[src/rtl/vc_fifo_bank_pkg.sv]
// vc_fifo_pkg: shared width helpers for the multi-channel FIFO bank.
// Channel-index, fill-count and pointer widths plus the fill-slice index.
package vc_fifo_pkg;

    // Channel index width; a bank always has at least one index bit.
    function automatic int cw_of(input int nch);
        return (nch > 1) ? $clog2(nch) : 1;
    endfunction

    // Fill counter must hold 0..DEPTH inclusive.
    function automatic int fw_of(input int depth);
        return $clog2(depth + 1);
    endfunction

    // Pointer width addresses 0..DEPTH-1.
    function automatic int pw_of(input int depth);
        return (depth > 1) ? $clog2(depth) : 1;
    endfunction

    // LSB of channel ch inside the packed fill vector.
    function automatic int fill_lsb(input int ch, input int fw);
        return ch * fw;
    endfunction

endpackage

[src/rtl/vc_fifo_bank_if.sv]
// vc_fifo_bank_if: write/read port bundle of the VC FIFO bank.
// master drives wr_*/rd_en/rd_ch; slave returns rd_data/rd_valid.
interface vc_fifo_bank_if #(
    parameter int BW = 8,
    parameter int CW = 2
);
    logic          wr_en;
    logic [CW-1:0] wr_ch;
    logic [BW-1:0] wr_data;
    logic          rd_en;
    logic [CW-1:0] rd_ch;
    logic [BW-1:0] rd_data;
    logic          rd_valid;

    modport master (
        output wr_en, wr_ch, wr_data, rd_en, rd_ch,
        input  rd_data, rd_valid
    );

    modport slave (
        input  wr_en, wr_ch, wr_data, rd_en, rd_ch,
        output rd_data, rd_valid
    );
endinterface

[src/rtl/vc_fifo_bank_lane.sv]
// vc_fifo_lane: one channel of the bank -- storage, pointers, fill,
// status flags, hysteresis pause and sticky errors. Hits decoded above.
module vc_fifo_lane
    import vc_fifo_pkg::*;
#(
    parameter int BW    = 8,
    parameter int DEPTH = 8,
    parameter int FW    = fw_of(DEPTH)
) (
    input  logic          clk,
    input  logic          reset,
    input  logic          wr_hit,
    input  logic          rd_hit,
    input  logic [BW-1:0] wr_data,
    input  logic [FW-1:0] umbral_bajo,
    input  logic [FW-1:0] umbral_alto,
    input  logic          err_clr,
    output logic          rd_acc,
    output logic [BW-1:0] rd_word,
    output logic [FW-1:0] fill,
    output logic          full,
    output logic          empty,
    output logic          almost_full,
    output logic          almost_empty,
    output logic          pause,
    output logic          err_overrun,
    output logic          err_underrun
);
    localparam int PW = pw_of(DEPTH);
    localparam logic [FW-1:0] DEPTH_F = FW'(DEPTH);
    localparam logic [PW-1:0] LAST    = PW'(DEPTH - 1);

    logic [BW-1:0] mem [DEPTH];
    logic [PW-1:0] wr_ptr;
    logic [PW-1:0] rd_ptr;
    logic [FW-1:0] fill_next;
    logic          wr_acc;

    // Explicit wrap so non power-of-2 depths work.
    function automatic logic [PW-1:0] ptr_inc(input logic [PW-1:0] p);
        return (p == LAST) ? '0 : p + PW'(1);
    endfunction

    assign full         = (fill == DEPTH_F);
    assign empty        = (fill == '0);
    assign almost_full  = (fill >= umbral_alto);
    assign almost_empty = (fill <= umbral_bajo);

    // A full lane still takes a write when the same cycle pops it.
    assign rd_acc  = rd_hit && !empty;
    assign wr_acc  = wr_hit && (!full || rd_acc);
    assign rd_word = mem[rd_ptr];

    always_comb begin
        fill_next = fill;
        if (wr_acc && !rd_acc) begin
            fill_next = fill + FW'(1);
        end else if (rd_acc && !wr_acc) begin
            fill_next = fill - FW'(1);
        end
    end

    always_ff @(posedge clk) begin
        if (reset) begin
            wr_ptr       <= '0;
            rd_ptr       <= '0;
            fill         <= '0;
            pause        <= 1'b0;
            err_overrun  <= 1'b0;
            err_underrun <= 1'b0;
        end else begin
            if (wr_acc) begin
                wr_ptr <= ptr_inc(wr_ptr);
            end
            if (rd_acc) begin
                rd_ptr <= ptr_inc(rd_ptr);
            end
            fill <= fill_next;
            // Set wins over clear when thresholds overlap.
            if (fill_next >= umbral_alto) begin
                pause <= 1'b1;
            end else if (fill_next <= umbral_bajo) begin
                pause <= 1'b0;
            end
            // A fresh error beats a same-cycle clear.
            err_overrun  <= (err_overrun && !err_clr)
                          || (wr_hit && !wr_acc);
            err_underrun <= (err_underrun && !err_clr)
                          || (rd_hit && empty);
        end
    end

    // Storage is not reset; pointers make stale data invisible.
    always_ff @(posedge clk) begin
        if (!reset && wr_acc) begin
            mem[wr_ptr] <= wr_data;
        end
    end

endmodule

[src/rtl/vc_fifo_bank.sv]
// vc_fifo_bank: NCH independent FIFOs behind one write and one read port.
// Ports: clk, reset, bus (wr/rd handshake), thresholds, err_clr, status vectors.
module vc_fifo_bank
    import vc_fifo_pkg::*;
#(
    parameter int BW    = 8,
    parameter int DEPTH = 8,
    parameter int NCH   = 4,
    parameter int CW    = cw_of(NCH),
    parameter int FW    = fw_of(DEPTH)
) (
    input  logic              clk,
    input  logic              reset,
    vc_fifo_bank_if.slave     bus,
    input  logic [FW-1:0]     umbral_bajo,
    input  logic [FW-1:0]     umbral_alto,
    input  logic              err_clr,
    output logic [NCH-1:0]    full,
    output logic [NCH-1:0]    empty,
    output logic [NCH-1:0]    almost_full,
    output logic [NCH-1:0]    almost_empty,
    output logic [NCH-1:0]    pause,
    output logic [NCH*FW-1:0] fill,
    output logic [NCH-1:0]    err_overrun,
    output logic [NCH-1:0]    err_underrun,
    output logic              error_output
);
    logic [NCH-1:0] wr_hit;
    logic [NCH-1:0] rd_hit;
    logic [NCH-1:0] rd_acc;
    logic [BW-1:0]  words [NCH];
    logic [BW-1:0]  rd_word_n;
    logic [BW-1:0]  rd_data_q;
    logic           rd_valid_q;

    // Out-of-range channel indices match no lane and are dropped.
    for (genvar c = 0; c < NCH; c++) begin : g_lane
        assign wr_hit[c] = bus.wr_en && (bus.wr_ch == CW'(c));
        assign rd_hit[c] = bus.rd_en && (bus.rd_ch == CW'(c));

        vc_fifo_lane #(
            .BW    (BW),
            .DEPTH (DEPTH),
            .FW    (FW)
        ) u_lane (
            .clk          (clk),
            .reset        (reset),
            .wr_hit       (wr_hit[c]),
            .rd_hit       (rd_hit[c]),
            .wr_data      (bus.wr_data),
            .umbral_bajo  (umbral_bajo),
            .umbral_alto  (umbral_alto),
            .err_clr      (err_clr),
            .rd_acc       (rd_acc[c]),
            .rd_word      (words[c]),
            .fill         (fill[fill_lsb(c, FW) +: FW]),
            .full         (full[c]),
            .empty        (empty[c]),
            .almost_full  (almost_full[c]),
            .almost_empty (almost_empty[c]),
            .pause        (pause[c]),
            .err_overrun  (err_overrun[c]),
            .err_underrun (err_underrun[c])
        );
    end

    // At most one lane accepts a read per cycle.
    always_comb begin
        rd_word_n = '0;
        for (int c = 0; c < NCH; c++) begin
            if (rd_acc[c]) begin
                rd_word_n = words[c];
            end
        end
    end

    always_ff @(posedge clk) begin
        if (reset) begin
            rd_valid_q <= 1'b0;
            rd_data_q  <= '0;
        end else begin
            rd_valid_q <= |rd_acc;
            rd_data_q  <= rd_word_n;
        end
    end

    assign bus.rd_data  = rd_data_q;
    assign bus.rd_valid = rd_valid_q;
    assign error_output = |{err_overrun, err_underrun};

endmodule

[src/flat_wrapper.sv]
// flat-port wrapper written by rule: the top's interface ports become plain ports
module vc_fifo_bank_flat import vc_fifo_pkg::*;
#(
    parameter int BW    = 8,
    parameter int DEPTH = 8,
    parameter int NCH   = 4,
    parameter int CW    = cw_of(NCH),
    parameter int FW    = fw_of(DEPTH)
)
  (clk, reset, umbral_bajo, umbral_alto, err_clr, full, empty, almost_full, almost_empty, pause, fill, err_overrun, err_underrun, error_output, bus_wr_en, bus_wr_ch, bus_wr_data, bus_rd_en, bus_rd_ch, bus_rd_data, bus_rd_valid);
  vc_fifo_bank_if #(.BW(BW), .CW(CW)) bus_i ();
  input  logic clk;
  input  logic reset;
  input  logic [FW-1:0] umbral_bajo;
  input  logic [FW-1:0] umbral_alto;
  input  logic err_clr;
  output logic [NCH-1:0] full;
  output logic [NCH-1:0] empty;
  output logic [NCH-1:0] almost_full;
  output logic [NCH-1:0] almost_empty;
  output logic [NCH-1:0] pause;
  output logic [NCH*FW-1:0] fill;
  output logic [NCH-1:0] err_overrun;
  output logic [NCH-1:0] err_underrun;
  output logic error_output;
  input wire logic [$bits(bus_i.wr_en)-1:0] bus_wr_en;
  input wire logic [$bits(bus_i.wr_ch)-1:0] bus_wr_ch;
  input wire logic [$bits(bus_i.wr_data)-1:0] bus_wr_data;
  input wire logic [$bits(bus_i.rd_en)-1:0] bus_rd_en;
  input wire logic [$bits(bus_i.rd_ch)-1:0] bus_rd_ch;
  output wire logic [$bits(bus_i.rd_data)-1:0] bus_rd_data;
  output wire logic [$bits(bus_i.rd_valid)-1:0] bus_rd_valid;
  assign bus_i.wr_en = bus_wr_en;
  assign bus_i.wr_ch = bus_wr_ch;
  assign bus_i.wr_data = bus_wr_data;
  assign bus_i.rd_en = bus_rd_en;
  assign bus_i.rd_ch = bus_rd_ch;
  assign bus_rd_data = bus_i.rd_data;
  assign bus_rd_valid = bus_i.rd_valid;
  vc_fifo_bank #(.BW(BW), .DEPTH(DEPTH), .NCH(NCH), .CW(CW), .FW(FW)) u_core (.clk(clk), .reset(reset), .bus(bus_i), .umbral_bajo(umbral_bajo), .umbral_alto(umbral_alto), .err_clr(err_clr), .full(full), .empty(empty), .almost_full(almost_full), .almost_empty(almost_empty), .pause(pause), .fill(fill), .err_overrun(err_overrun), .err_underrun(err_underrun), .error_output(error_output));
endmodule
[config.mk]
export PLATFORM = sky130hd
export DESIGN_NAME = vc_fifo_bank_flat
export DESIGN_NICKNAME = d
export VERILOG_FILES = /design/src/rtl/vc_fifo_bank_pkg.sv /design/src/rtl/vc_fifo_bank_if.sv /design/src/rtl/vc_fifo_bank_lane.sv /design/src/rtl/vc_fifo_bank.sv /design/src/flat_wrapper.sv
export SDC_FILE = /design/constraint.sdc
export NUM_CORES = 1
export LEC_CHECK = 0
export ABC_AREA = 1
export BUFFER_PORTS_ARGS = -buffer_cell sky130_fd_sc_hd__buf_2
export CORE_MARGIN = 2
export CORE_UTILIZATION = 50
export DETAILED_ROUTE_END_ITERATION = 8
export MAX_ROUTING_LAYER = met4
export PLACE_DENSITY = 0.67
export SLEW_MARGIN = 20
export SYNTH_ARGS = -nofsm -noshare
export SYNTH_HDL_FRONTEND = slang
export SYNTH_SLANG_ARGS = --single-unit
[constraint.sdc]
create_clock -name clk -period 6.7 [get_ports clk]
set_clock_uncertainty 0.05 [all_clocks]
set_input_delay 0.335 -clock clk [delete_from_list [all_inputs] [get_ports clk]]
set_output_delay 0.335 -clock clk [all_outputs]
set_load 0.03 [all_outputs]
# After elaboration in Yosys (flattened, before gate mapping)
# Memory sizes are Yosys's and may differ from the RTL's. A register that Yosys moved wholly into a read port is not among the register bits.
# Index checks and enable logic that the tools add are counted.
[classes] eq_ne=18 n_lt_le_gt_ge=16 n_reduce_logical=86 n_mux=44 n_addsub=16
[op_table] cell="$mux W3" n=16
[op_table] cell="$logic_and A1 B1 Y1" n=44
[op_table] cell="$ge A4 B4 Y1" n=8
[op_table] cell="$le A4 B4 Y1" n=8
[op_table] cell="$mux W4" n=8
[op_table] cell="$mux W8" n=4
[op_table] cell="$add A3 B1 Y3 const B" n=8
[op_table] cell="$eq A3 B3 Y1 const B" n=8
[op_table] cell="$logic_not A1 Y1" n=18
[op_table] cell="$add A4 B1 Y4 const B" n=4
[op_table] cell="$eq A4 B4 Y1 const B" n=4
[op_table] cell="$logic_not A4 Y1" n=4
[op_table] cell="$mux W1" n=16
[op_table] cell="$sub A4 B1 Y4 const B" n=4
[op_table] cell="$logic_or A1 B1 Y1" n=12
[op_table] cell="$eq A2 B2 Y1 const B" n=4
[op_table] cell="$reduce_bool A2 Y1" n=4
[op_table] cell="$reduce_or A8 Y1" n=1
[op_table] cell="$eq A2 B1 Y1 const B" n=2
[op_table] cell="$logic_not A2 Y1" n=2
[op_table] cell="$reduce_or A4 Y1" n=1
[word_totals] out_inout_bits=54 ram_bits=256 ff_bits=61 word_cells=210 memories=4 in_bits=25
[mem_list] memory="u_core.g_lane[0].u_lane.mem" depth=8 width=8 rd=1 rd_ports_with_merged_regs=1 wr=1 line_no="vc_fifo_bank_lane.sv:33" text="logic [BW-1:0] mem [DEPTH];"
[mem_list] memory="u_core.g_lane[1].u_lane.mem" depth=8 width=8 rd=1 rd_ports_with_merged_regs=1 wr=1 line_no="vc_fifo_bank_lane.sv:33"
[mem_list] memory="u_core.g_lane[2].u_lane.mem" depth=8 width=8 rd=1 rd_ports_with_merged_regs=1 wr=1 line_no="vc_fifo_bank_lane.sv:33"
[mem_list] memory="u_core.g_lane[3].u_lane.mem" depth=8 width=8 rd=1 rd_ports_with_merged_regs=1 wr=1 line_no="vc_fifo_bank_lane.sv:33"

# Depth between registers and ports, before layout
# Gate-level depths: netlist of the first run.
[logic_depth] depth_word=12 mapped_depth=18

# Modules after synthesis
# A second synthesis of the first run with hierarchy kept.
[hier_totals] cells_unflattened=1442 hier_area_um2=15327.2
[modules_own_cells] mod="vc_fifo_lane" seq_area_each_um2=2242.2 cells_per_inst=337 area_each_um2=3678.5 n_inst=4
[modules_own_cells] mod="vc_fifo_bank" seq_area_each_um2=180.2 cells_per_inst=94 area_each_um2=613.1 n_inst=1

# Worst setup path after synthesis of the first run
# No wires, ideal clock.
[synth_timing] path_kind="reg-to-reg" startpoint="register u_core.g_lane[3].u_lane.fill[0]" endpoint="memory u_core.g_lane[3].u_lane.mem[0][0] (enable)" path_buffers=0 setup_slack_ns=4.129 stages_incl_launch_ff=10 setup_ns=0.383 t_arrival_ns=2.137 synth_period_minus_slack_ns=2.571 cell_sequence="dfxtp_1 > inv_1 > ha_1 > nand3_1 > nor2_1 > nor2_4 > inv_2 > nor2_1 > nand2_1 > nor3_1"
[synth_via] elab_chain_cells=8 word_cells_on_any_way=10 cone_classes="1 x eq/ne; 2 x mux; 7 x reduce/logical"
[synth_rtl] element="start, declared" line_no="vc_fifo_bank_lane.sv:20" text="output logic [FW-1:0] fill,"
[synth_rtl] element="start signal, assigned" line_no="vc_fifo_bank_lane.sv:78" text="fill <= fill_next;"
[synth_rtl] element="$logic_not A4 Y1" line_no="vc_fifo_bank_lane.sv:45" text="assign empty = (fill == '0);"
[synth_rtl] element="$logic_not A1 Y1" line_no="vc_fifo_bank_lane.sv:50" text="assign rd_acc = rd_hit && !empty;"
[synth_rtl] element="$logic_and A1 B1 Y1" line_no="vc_fifo_bank_lane.sv:50"
[synth_rtl] element="$logic_or A1 B1 Y1 (*)" line_no="vc_fifo_bank_lane.sv:51" text="assign wr_acc = wr_hit && (!full || rd_acc);"
[synth_rtl] element="$logic_and A1 B1 Y1 (*)" line_no="vc_fifo_bank_lane.sv:51"
[synth_rtl] element="$logic_and A1 B1 Y1 (*)" line_no="vc_fifo_bank_lane.sv:95" text="if (!reset && wr_acc) begin"
[synth_rtl] element="$mux W1 (*)" line_no="vc_fifo_bank_lane.sv:95"
[synth_rtl] element="$mux W1 (implied by the code) (*)" line_no="vc_fifo_bank_lane.sv:96" text="mem[wr_ptr] <= wr_data;"
[synth_rtl] element="end, declared" line_no="vc_fifo_bank_lane.sv:33"
# Every way passes the cells marked *; elsewhere a longest branch is shown, timed or not.

# Worst setup path in the final report of the first run
[layout_timing] startpoint="register u_core.g_lane[0].u_lane.fill[0]" endpoint="register u_core.g_lane[0].u_lane.pause"
[layout_via] elab_chain_cells=11 word_cells_on_any_way=19 cone_classes="2 x add/sub; 2 x order compare; 1 x eq/ne; 3 x mux; 11 x reduce/logical"
[layout_rtl] element="start, declared" line_no="vc_fifo_bank_lane.sv:20"
[layout_rtl] element="start signal, assigned" line_no="vc_fifo_bank_lane.sv:78"
[layout_rtl] element="$logic_not A4 Y1" line_no="vc_fifo_bank_lane.sv:45"
[layout_rtl] element="$logic_not A1 Y1" line_no="vc_fifo_bank_lane.sv:50"
[layout_rtl] element="$logic_and A1 B1 Y1" line_no="vc_fifo_bank_lane.sv:50"
[layout_rtl] element="$logic_or A1 B1 Y1" line_no="vc_fifo_bank_lane.sv:51"
[layout_rtl] element="$logic_and A1 B1 Y1" line_no="vc_fifo_bank_lane.sv:51"
[layout_rtl] element="$logic_not A1 Y1" line_no="vc_fifo_bank_lane.sv:58" text="end else if (rd_acc && !wr_acc) begin"
[layout_rtl] element="$logic_and A1 B1 Y1" line_no="vc_fifo_bank_lane.sv:58"
[layout_rtl] element="$mux W4" line_no="vc_fifo_bank_lane.sv:58"
[layout_rtl] element="$mux W4 (*)" line_no="vc_fifo_bank_lane.sv:56" text="if (wr_acc && !rd_acc) begin"
[layout_rtl] element="named net u_core.g_lane[0].u_lane.fill_next[1]" line_no="vc_fifo_bank_lane.sv:36" text="logic [FW-1:0] fill_next;"
[layout_rtl] element="$ge A4 B4 Y1 or $le A4 B4 Y1 (tied branches)" line_no="vc_fifo_bank_lane.sv:80, vc_fifo_bank_lane.sv:82"
[layout_rtl] element="$mux W1 or $reduce_bool A2 Y1 (tied branches)"
[layout_rtl] element="end signal, assigned" line_no="vc_fifo_bank_lane.sv:68" text="pause <= 1'b0;"
[layout_rtl] element="end signal, assigned" line_no="vc_fifo_bank_lane.sv:81" text="pause <= 1'b1;"
[layout_rtl] element="end signal, assigned" line_no="vc_fifo_bank_lane.sv:83" text="pause <= 1'b0;"
[layout_rtl] element="end, declared" line_no="vc_fifo_bank_lane.sv:25" text="output logic pause,"
# The timed path passes the listed nets; every way through them passes the cells marked *.
# A chain may end at the register's enable or synchronous reset.

==> qor.yml, run 1 <==
routing:
  wl_per_cell_um: 16.6
  drt-pass1-iter-count: 5
  initialDrtViolationCount: 796
  routed_wirelength_um: 36100
  vias_per_cell: 5.27
  drc: 0
  vias: 11500
  ant_nets: 0
synthesis:
  ys_seq_area_share_pct: 57.4
  synth_top_family_by_area: "simple AND/OR/NAND/NOR gates"
  netlist_area_sq_um: 15900
  muxShareOfSynthArea_pct: 0
  synth_compound_area_share_pct: 4.15
  synth.most_common_cell: "nand2_1"
  yosysTopAreaCell: "edfxtp_1"
  ys_types: 36
  ys.flop_type: "edfxtp_1"
  ys_warn_count: 0
  synthArstFlopShare_pct: 0
  synth-simple-area-share_pct: 21.8
  synthTopCellsByCount: "439 x nand2_1, 256 x edfxtp_1, 246 x inv_1"
  synth_top_cell_area_share_pct: 48.3
  synth_fa_ha_area_share_pct: 6.91
  syn_avg_cell_area_sq_um: 9.33
  synth.area.top_cells: "edfxtp_1 48%, nand2_1 10%, dfxtp_1 9.2%"
  synth_enable_flop_cells: 256
  syn_inst: 1708
  syn_nets: 1821
  ys_ff_latch: 329
  synth_xor_xnor_area_share_pct: 0.660
sta:
  fin_crit_ns: 2.84
  whs_ns: 0.106
  drv_slew: 0
  tightest_slew_ns: 1.02
  timing.final.crit_share_pct: 42.3
  tns_ns: 0
  finalSetupViolations: 0
  fmaxAchievable_ghz: 0.353
  rsz0062_at_grt: "false"
  slew_headroom_pct: 32.2
  final_hold_viol_count: 0
pwr:
  p_per_area_nw_per_um2: 268
  ir_worst_vdd_mv: 0.144
  power.leakage_nw: 7.88
global_routing:
  gr-usage-all-layers_pct: 22.5
  grt_pass1_wl_um: 57000
  grt_pass1_vias: 10900
  grt_overflow: 0
  gr-usage-met1_pct: 30.1
  top_usage_layer: "met2"
  grt_start_max_net_pins: 48
  met2_usage_pct: 35.4
  use_met3_pct: 3.73
  antenna_found_initial: 0
clock_tree:
  insertion_delay_ns: 0.51
  cts.sink_count: 329
  cts.clk_slew.worst_paths_ns: 0.06
  cts_buffers: 36
  clockBufferDepth: 3
  root_buffer: "clkbuf_16"
  postCtsSetupBuffers: 0
  cts_tree: "yes"
  cts_hold_buffers: 0
  cts.repair.resized: 0
  htreeDepth: 2
layout:
  num-fill-cells: 2733
  multi_input_area_sq_um: 5350
  stdcell_count: 2174
  drive_above_1_share_pct: 10.1
  design_area_sq_um: 17600
  regArea_sq_um: 9150
  postLayoutCoreUtil_pct: 56.0
  diodes: 0
  fin_nets: 1859
  area_growth_pct: 10.7
run:
  max_cap_violations: 0
die:
  die_width_um: 182
  initial_core_util_pct: 50.6
  ios: 79
  rows: 65
  core_area_sq_um: 31500
  die-area_sq_um: 33300
  die_y_um: 182
setup_path:
  crit_chain: "inv_1, ha_1, nand2_1, nor2_2, nor2_4, nand2_1, nand2_1, nand3_1, o21ai_0, inv_1, ha_1, a21oi_1, o21ai_0, a31oi_1, a21oi_1"
  slowest_stage: "dfxtp_1"
  crit_top_cell: "nand2_1"
  end_kind: "flip-flop"
  worst_ep_arrival_time_ns: 3.15
  criticalPathCategory: "flip-flop to flip-flop"
  worst-path-buf-inv: 2
  cp_top_family: "simple AND/OR/NAND/NOR gates"
  critPathMaxStageDelay_ns: 0.41
  crit_fanout: 13
  required_ns: 7.02
  critPathLaunchType: "flip-flop"
placement:
  dpl_cell_area_sq_um: 16400
  dp_hpwl_um: 23200
  dp_cells: 2110
  portBuffers: 78
  place.gp.congestion: 0.900
min_path:
  min_path_type: "input port to flip-flop"
status:
  status: "finished clean"
## per-stage QoR
step	setup WS, ns	power, W
global route	3.60	0.00490
finish	3.86	0.00473
global placement	3.99	0.00274
floorplan	4.13	0.00262
CTS	3.89	0.00476
detailed placement	3.89	0.00275
## state kept, by name (all words and copies together) (netlist names), named ones only
| name | count |
|---|---|
| u_core.g_lane.u_lane.mem | 256 |
| u_core.g_lane.u_lane.fill | 16 |
| u_core.g_lane.u_lane.rd_ptr | 12 |
| u_core.g_lane.u_lane.wr_ptr | 12 |
| u_core.bus.rd_data | 8 |
| u_core.g_lane.u_lane.err_overrun | 4 |
| u_core.g_lane.u_lane.err_underrun | 4 |
| u_core.g_lane.u_lane.pause | 4 |
| u_core.bus.rd_valid | 1 |
## final cells by class
type	instances	area share [%]
clock buffers	46	5.73
clock inverters	18	1.19
inverters	262	5.58
multi-input cells	1034	30.3
flip-flops and latches	329	51.9
well taps	402	2.85
repair buffers	83	2.43
## kinds of logic (layout without fill, tap and decap cells)
group,count (synthesis),after routing
flops,329,329
fa+ha+maj,88,88
buf+inv,345,409
xor+xnor,12,12
simple gates,815,815
compound gates,119,119
## power by group
part / leakage (nW) / internal, W / total [W] / switching (W)
clock network: 0.595 / 0.00123 / 0.00202 / 0.000796
registers: 2.90 / 0.00223 / 0.00226 / 0.0000315
logic: 4.39 / 0.000136 / 0.000454 / 0.000318
total: 7.88 / 0.00359 / 0.00473 / 0.00115
## worst reg2reg max path, delay by kind of cell, from the launching register on
kind                       cells  cell delay, ns
AOI/OAI and AO/OA              5            0.57
adders and majority gates      2            0.56
buffers and inverters          2            0.26
DFF                            1            0.41
and+or+nand+nor                6            0.85
## path summary, 6_finish.rpt
path | start | to | slack (ns) | cells past startpoint
min reg2reg | u_core.g_lane[1].u_lane.pause | u_core.g_lane[1].u_lane.pause | 0.44 | 2
min | bus_wr_ch[0] | u_core.g_lane[3].u_lane.err_overrun | 0.11 | 3
max reg2reg | u_core.g_lane[0].u_lane.fill[0] | u_core.g_lane[0].u_lane.pause | 3.86 | 15
max | u_core.g_lane[0].u_lane.fill[0] | u_core.g_lane[0].u_lane.pause | 3.86 | 15
## cells in the final DEF, fill, tap and decap left out, drive strengths merged, types with 5 or more instances in the layout
master	instances
nand2	446
inv	264
edfxtp	256
nand3	221
nor2	119
ha	88
buf	83
dfxtp	73
a21oi	51
clkbuf	46
o21ai	44
nand4	16
o211ai	8
clkinv	8
xor2	6
xnor2	6
nor3	6
a22oi	5
## routing by layer
layer  vias up  wire (um)  part of all wire (%)
li1       5663          -                     -
met1      5366      16400                    45
met2       356      16700                    46
met3        72       2130                   5.9
met4         0        888                   2.5
met5         -          0                     0
(Power assumes the default switching activity.)
==> run 2: changes to the inputs <==
--- a/config.mk
+++ b/config.mk
@@ -5,13 +5,13 @@
 export SDC_FILE = /design/constraint.sdc
 export NUM_CORES = 1
 export LEC_CHECK = 0
-export ABC_AREA = 1
+export ABC_AREA = 0
 export BUFFER_PORTS_ARGS = -buffer_cell sky130_fd_sc_hd__buf_2
 export CORE_MARGIN = 2
 export CORE_UTILIZATION = 50
 export DETAILED_ROUTE_END_ITERATION = 8
 export MAX_ROUTING_LAYER = met4
-export PLACE_DENSITY = 0.67
+export PLACE_DENSITY = 0.7
 export SLEW_MARGIN = 20
 export SYNTH_ARGS = -nofsm -noshare
 export SYNTH_HDL_FRONTEND = slang
==> constraint.sdc (replaced) <==
create_clock -name clk -period 2.29 [get_ports clk]
set_clock_uncertainty 0.05 [all_clocks]
set_input_delay 0.1145 -clock clk [delete_from_list [all_inputs] [get_ports clk]]
set_output_delay 0.1145 -clock clk [all_outputs]
set_load 0.03 [all_outputs]
==> run 2 against run 1 <==
Net effect: the run now ends with setup timing left; setup slack got worse by 4.2 ns; routed wire length fell by 7.4%; die area fell by 6.7%; critical endpoint unchanged.
==> qor.yml, run 2 <==
sta:
  finalSetupViolations: 4  # +4
  fin_crit_ns: 2.62  # -0.212 ns
  whs_ns: 0.0900  # -0.0162 ns
  fmaxAchievable_ghz: 0.381  # +8.1%
  drv_slew: 0  # unchanged
  timing.final.crit_share_pct: 115  # +72 points
  rsz0062_at_grt: "true"
  postLayoutSetupSlackWorst_ns: -0.335  # -4.20 ns
  slew_headroom_pct: 52.9  # +21 points
  tightest_slew_ns: 0.706  # -0.310 ns
  final_hold_viol_count: 0  # unchanged
synthesis:
  synthArstFlopShare_pct: 0  # unchanged
  ys_types: 49  # +36%
  syn_nets: 1220  # -33%
  netlist_area_sq_um: 14800  # -6.8%
  synthTopCellsByCount: "256 x edfxtp_1, 132 x mux2i_1, 88 x ha_1"
  ys_ff_latch: 329  # unchanged
  syn_avg_cell_area_sq_um: 13.4  # +44%
  syn_inst: 1107  # -35%
  ys_warn_count: 0  # unchanged
  synth_enable_flop_cells: 256  # unchanged
  ys.flop_type: "edfxtp_1"
  ys_seq_area_share_pct: 61.6  # +4.2 points
  yosysTopAreaCell: "edfxtp_1"
  synth_top_cell_area_share_pct: 51.8  # +3.5 points
  synth.area.top_cells: "edfxtp_1 52%, dfxtp_1 9.8%, mux2i_1 8.9%"
  synth.most_common_cell: "edfxtp_1"
layout:
  final_cell_mix: "256 x edfxtp_1, 132 x mux2i_1, 117 x buf_4"
  drive_above_1_share_pct: 27.8  # +18 points
  final_common_cell: "edfxtp_1"
  largest-register: "u_core.g_lane.u_lane.mem"
  largestRegisters: "u_core.g_lane.u_lane.mem: 256 flops, u_core.g_lane.u_lane.fill: 16 flops"
  postLayoutCoreUtil_pct: 61.7  # +5.7 points
  fin_nets: 1394  # -25%
  num-fill-cells: 2225  # -19%
  area_growth_pct: 22.3
  diodes: 0  # unchanged
  largest_reg_flops: 256  # unchanged
die:
  rows: 63  # -3.1%
  initial_core_util_pct: 50.5  # -0.13 points
  ios: 79  # unchanged
  die-area_sq_um: 31100  # -6.7%
  die_width_um: 176  # -3.4%
  core_area_sq_um: 29400  # -6.6%
  die_y_um: 176  # -3.4%
placement:
  place.gp.congestion: 0.849  # -5.7%
  dp_slack_ns: -0.349  # -4.24 ns
  portBuffers: 78  # unchanged
  dp_hpwl_um: 22500  # -3.0%
clock_tree:
  htreeDepth: 2  # unchanged
  insertion_delay_ns: 0.52  # about the same
  cts.sink_count: 329  # unchanged
  root_buffer: "clkbuf_16"
  clockBufferDepth: 3  # unchanged
  cts_buffers: 35  # -2.8%
  cts.clk_slew.worst_paths_ns: 0.06  # about the same
  cts_tree: "yes"
pwr:
  p_per_area_nw_per_um2: 737  # +170%
  total_power_w: 0.0134  # +180%
  power.leakage_nw: 6.64  # -16%
  ir_worst_vdd_mv: 0.674  # +370%
setup_path:
  criticalPathCategory: "flip-flop to flip-flop"
  crit_fanout: 7  # -6
  required_ns: 2.64  # -4.38 ns
  critPathLaunchType: "flip-flop"
  worst_ep_arrival_time_ns: 2.97  # -0.18 ns
  end_kind: "flip-flop"
routing:
  routed_wirelength_um: 33500  # -7.4%
  drt-pass1-iter-count: 5  # unchanged
  vias: 9511  # -17%
  drc: 0  # unchanged
  wl_per_cell_um: 19.7  # +19%
  ant_nets: 0  # unchanged
  vias_per_cell: 5.60  # +6.3%
  initialDrtViolationCount: 772  # -3.0%
min_path:
  min_path_type: "input port to flip-flop"
global_routing:
  use_met3_pct: 3.29  # -0.44 points
  gr-usage-all-layers_pct: 22.6  # +0.080 points
  top_usage_layer: "met2"
  grt_overflow: 0  # unchanged
  antenna_found_initial: 0  # unchanged
  grt_start_max_net_pins: 33  # -31%
  grt_pass1_wl_um: 52300  # -8.1%
  met2_usage_pct: 37.4  # +2.0 points
  grt_pass1_vias: 9487  # -13%
  gr-usage-met1_pct: 29.4  # -0.68 points
status:
  status: "finished with violations"
  violations: "setup timing"
run:
  max_cap_violations: 0  # unchanged
[run 2: logic make-up after synthesis]
group	synth area share, %
adder cells (fa/ha/maj)	7.42
AND/OR/NAND/NOR	9.31
multiplexers	9.05
XOR/XNOR	0.649
buffers and inverters	3.37
AO/OA/AOI/OAI	8.56
flip-flops	61.6
[run 2: path summary, 6_finish.rpt]
kind | start | endpoint | slack, ns | cells after the start
hold reg to reg | u_core.g_lane[1].u_lane.rd_ptr[1] | flip-flop | 0.43 | 2
setup / recovery | u_core.g_lane[0].u_lane.fill[1] | u_core.g_lane[0].u_lane.pause | -0.33 | 13
setup reg to reg | u_core.g_lane[0].u_lane.fill[1] | u_core.g_lane[0].u_lane.pause | -0.33 | 13
hold / removal | bus_wr_data[7] | u_core.g_lane[1].u_lane.mem[6][7] | 0.09 | 1
[run 2: layer usage]
metal | share of wire [%] | vias to the layer above | wire [um]
met5 | 0 | - | 0
met4 | 1.8 | 0 | 599
met3 | 5.1 | 54 | 1700
met2 | 49 | 275 | 16500
met1 | 44 | 4626 | 14600
li1 | - | 4556 | -
[run 2: cell type report]
cell class	instances	area (sq um)	area share, %
inverter	23	109	0.600
multi-input combinational	680	5600	30.9
sequential	329	9190	50.6
clock buffer	49	1030	5.67
timing repair buffer	212	1570	8.64
tap	390	488	2.69
clock inverter	14	166	0.917
[run 2: power breakdown]
part           total [W]  internal [W]  switching [W]
sequential       0.00652       0.00648      0.0000416
combinational    0.00111      0.000460       0.000651
clock            0.00576       0.00349        0.00227
[run 2: what timing repair did]
item	CTS	global route
pin swaps	8	17
hold buffers	4	0
gates resized for setup	22	38
gates cloned	0	0
hold endpoints to repair	9	0
buffers inserted	3	5
endpoints found under the setup margin	62	80
[run 2: critical path, stage by stage (launching register included)]
cell,delay (ns)
dfxtp_4,0.35
inv_4,0.06
ha_4,0.13
or3b_4,0.38
inv_2,0.10
nor2_4,0.07
a221o_1,0.31
o31ai_2,0.08
ha_1,0.29
nor2b_1,0.14
o21a_1,0.16
o21a_1,0.16
o211ai_1,0.15
a21oi_1,0.08
[run 2: per-stage QoR]
stage	area [sq um]	TNS, ns	cells
floorplan	15100	-1.13	1107
global route	18200	-1.49	1697
global placement	16600	-5.41	1622
finish	18200	-1.01	1697
CTS	18000	-0.965	1692
detailed placement	16600	-8.71	1622
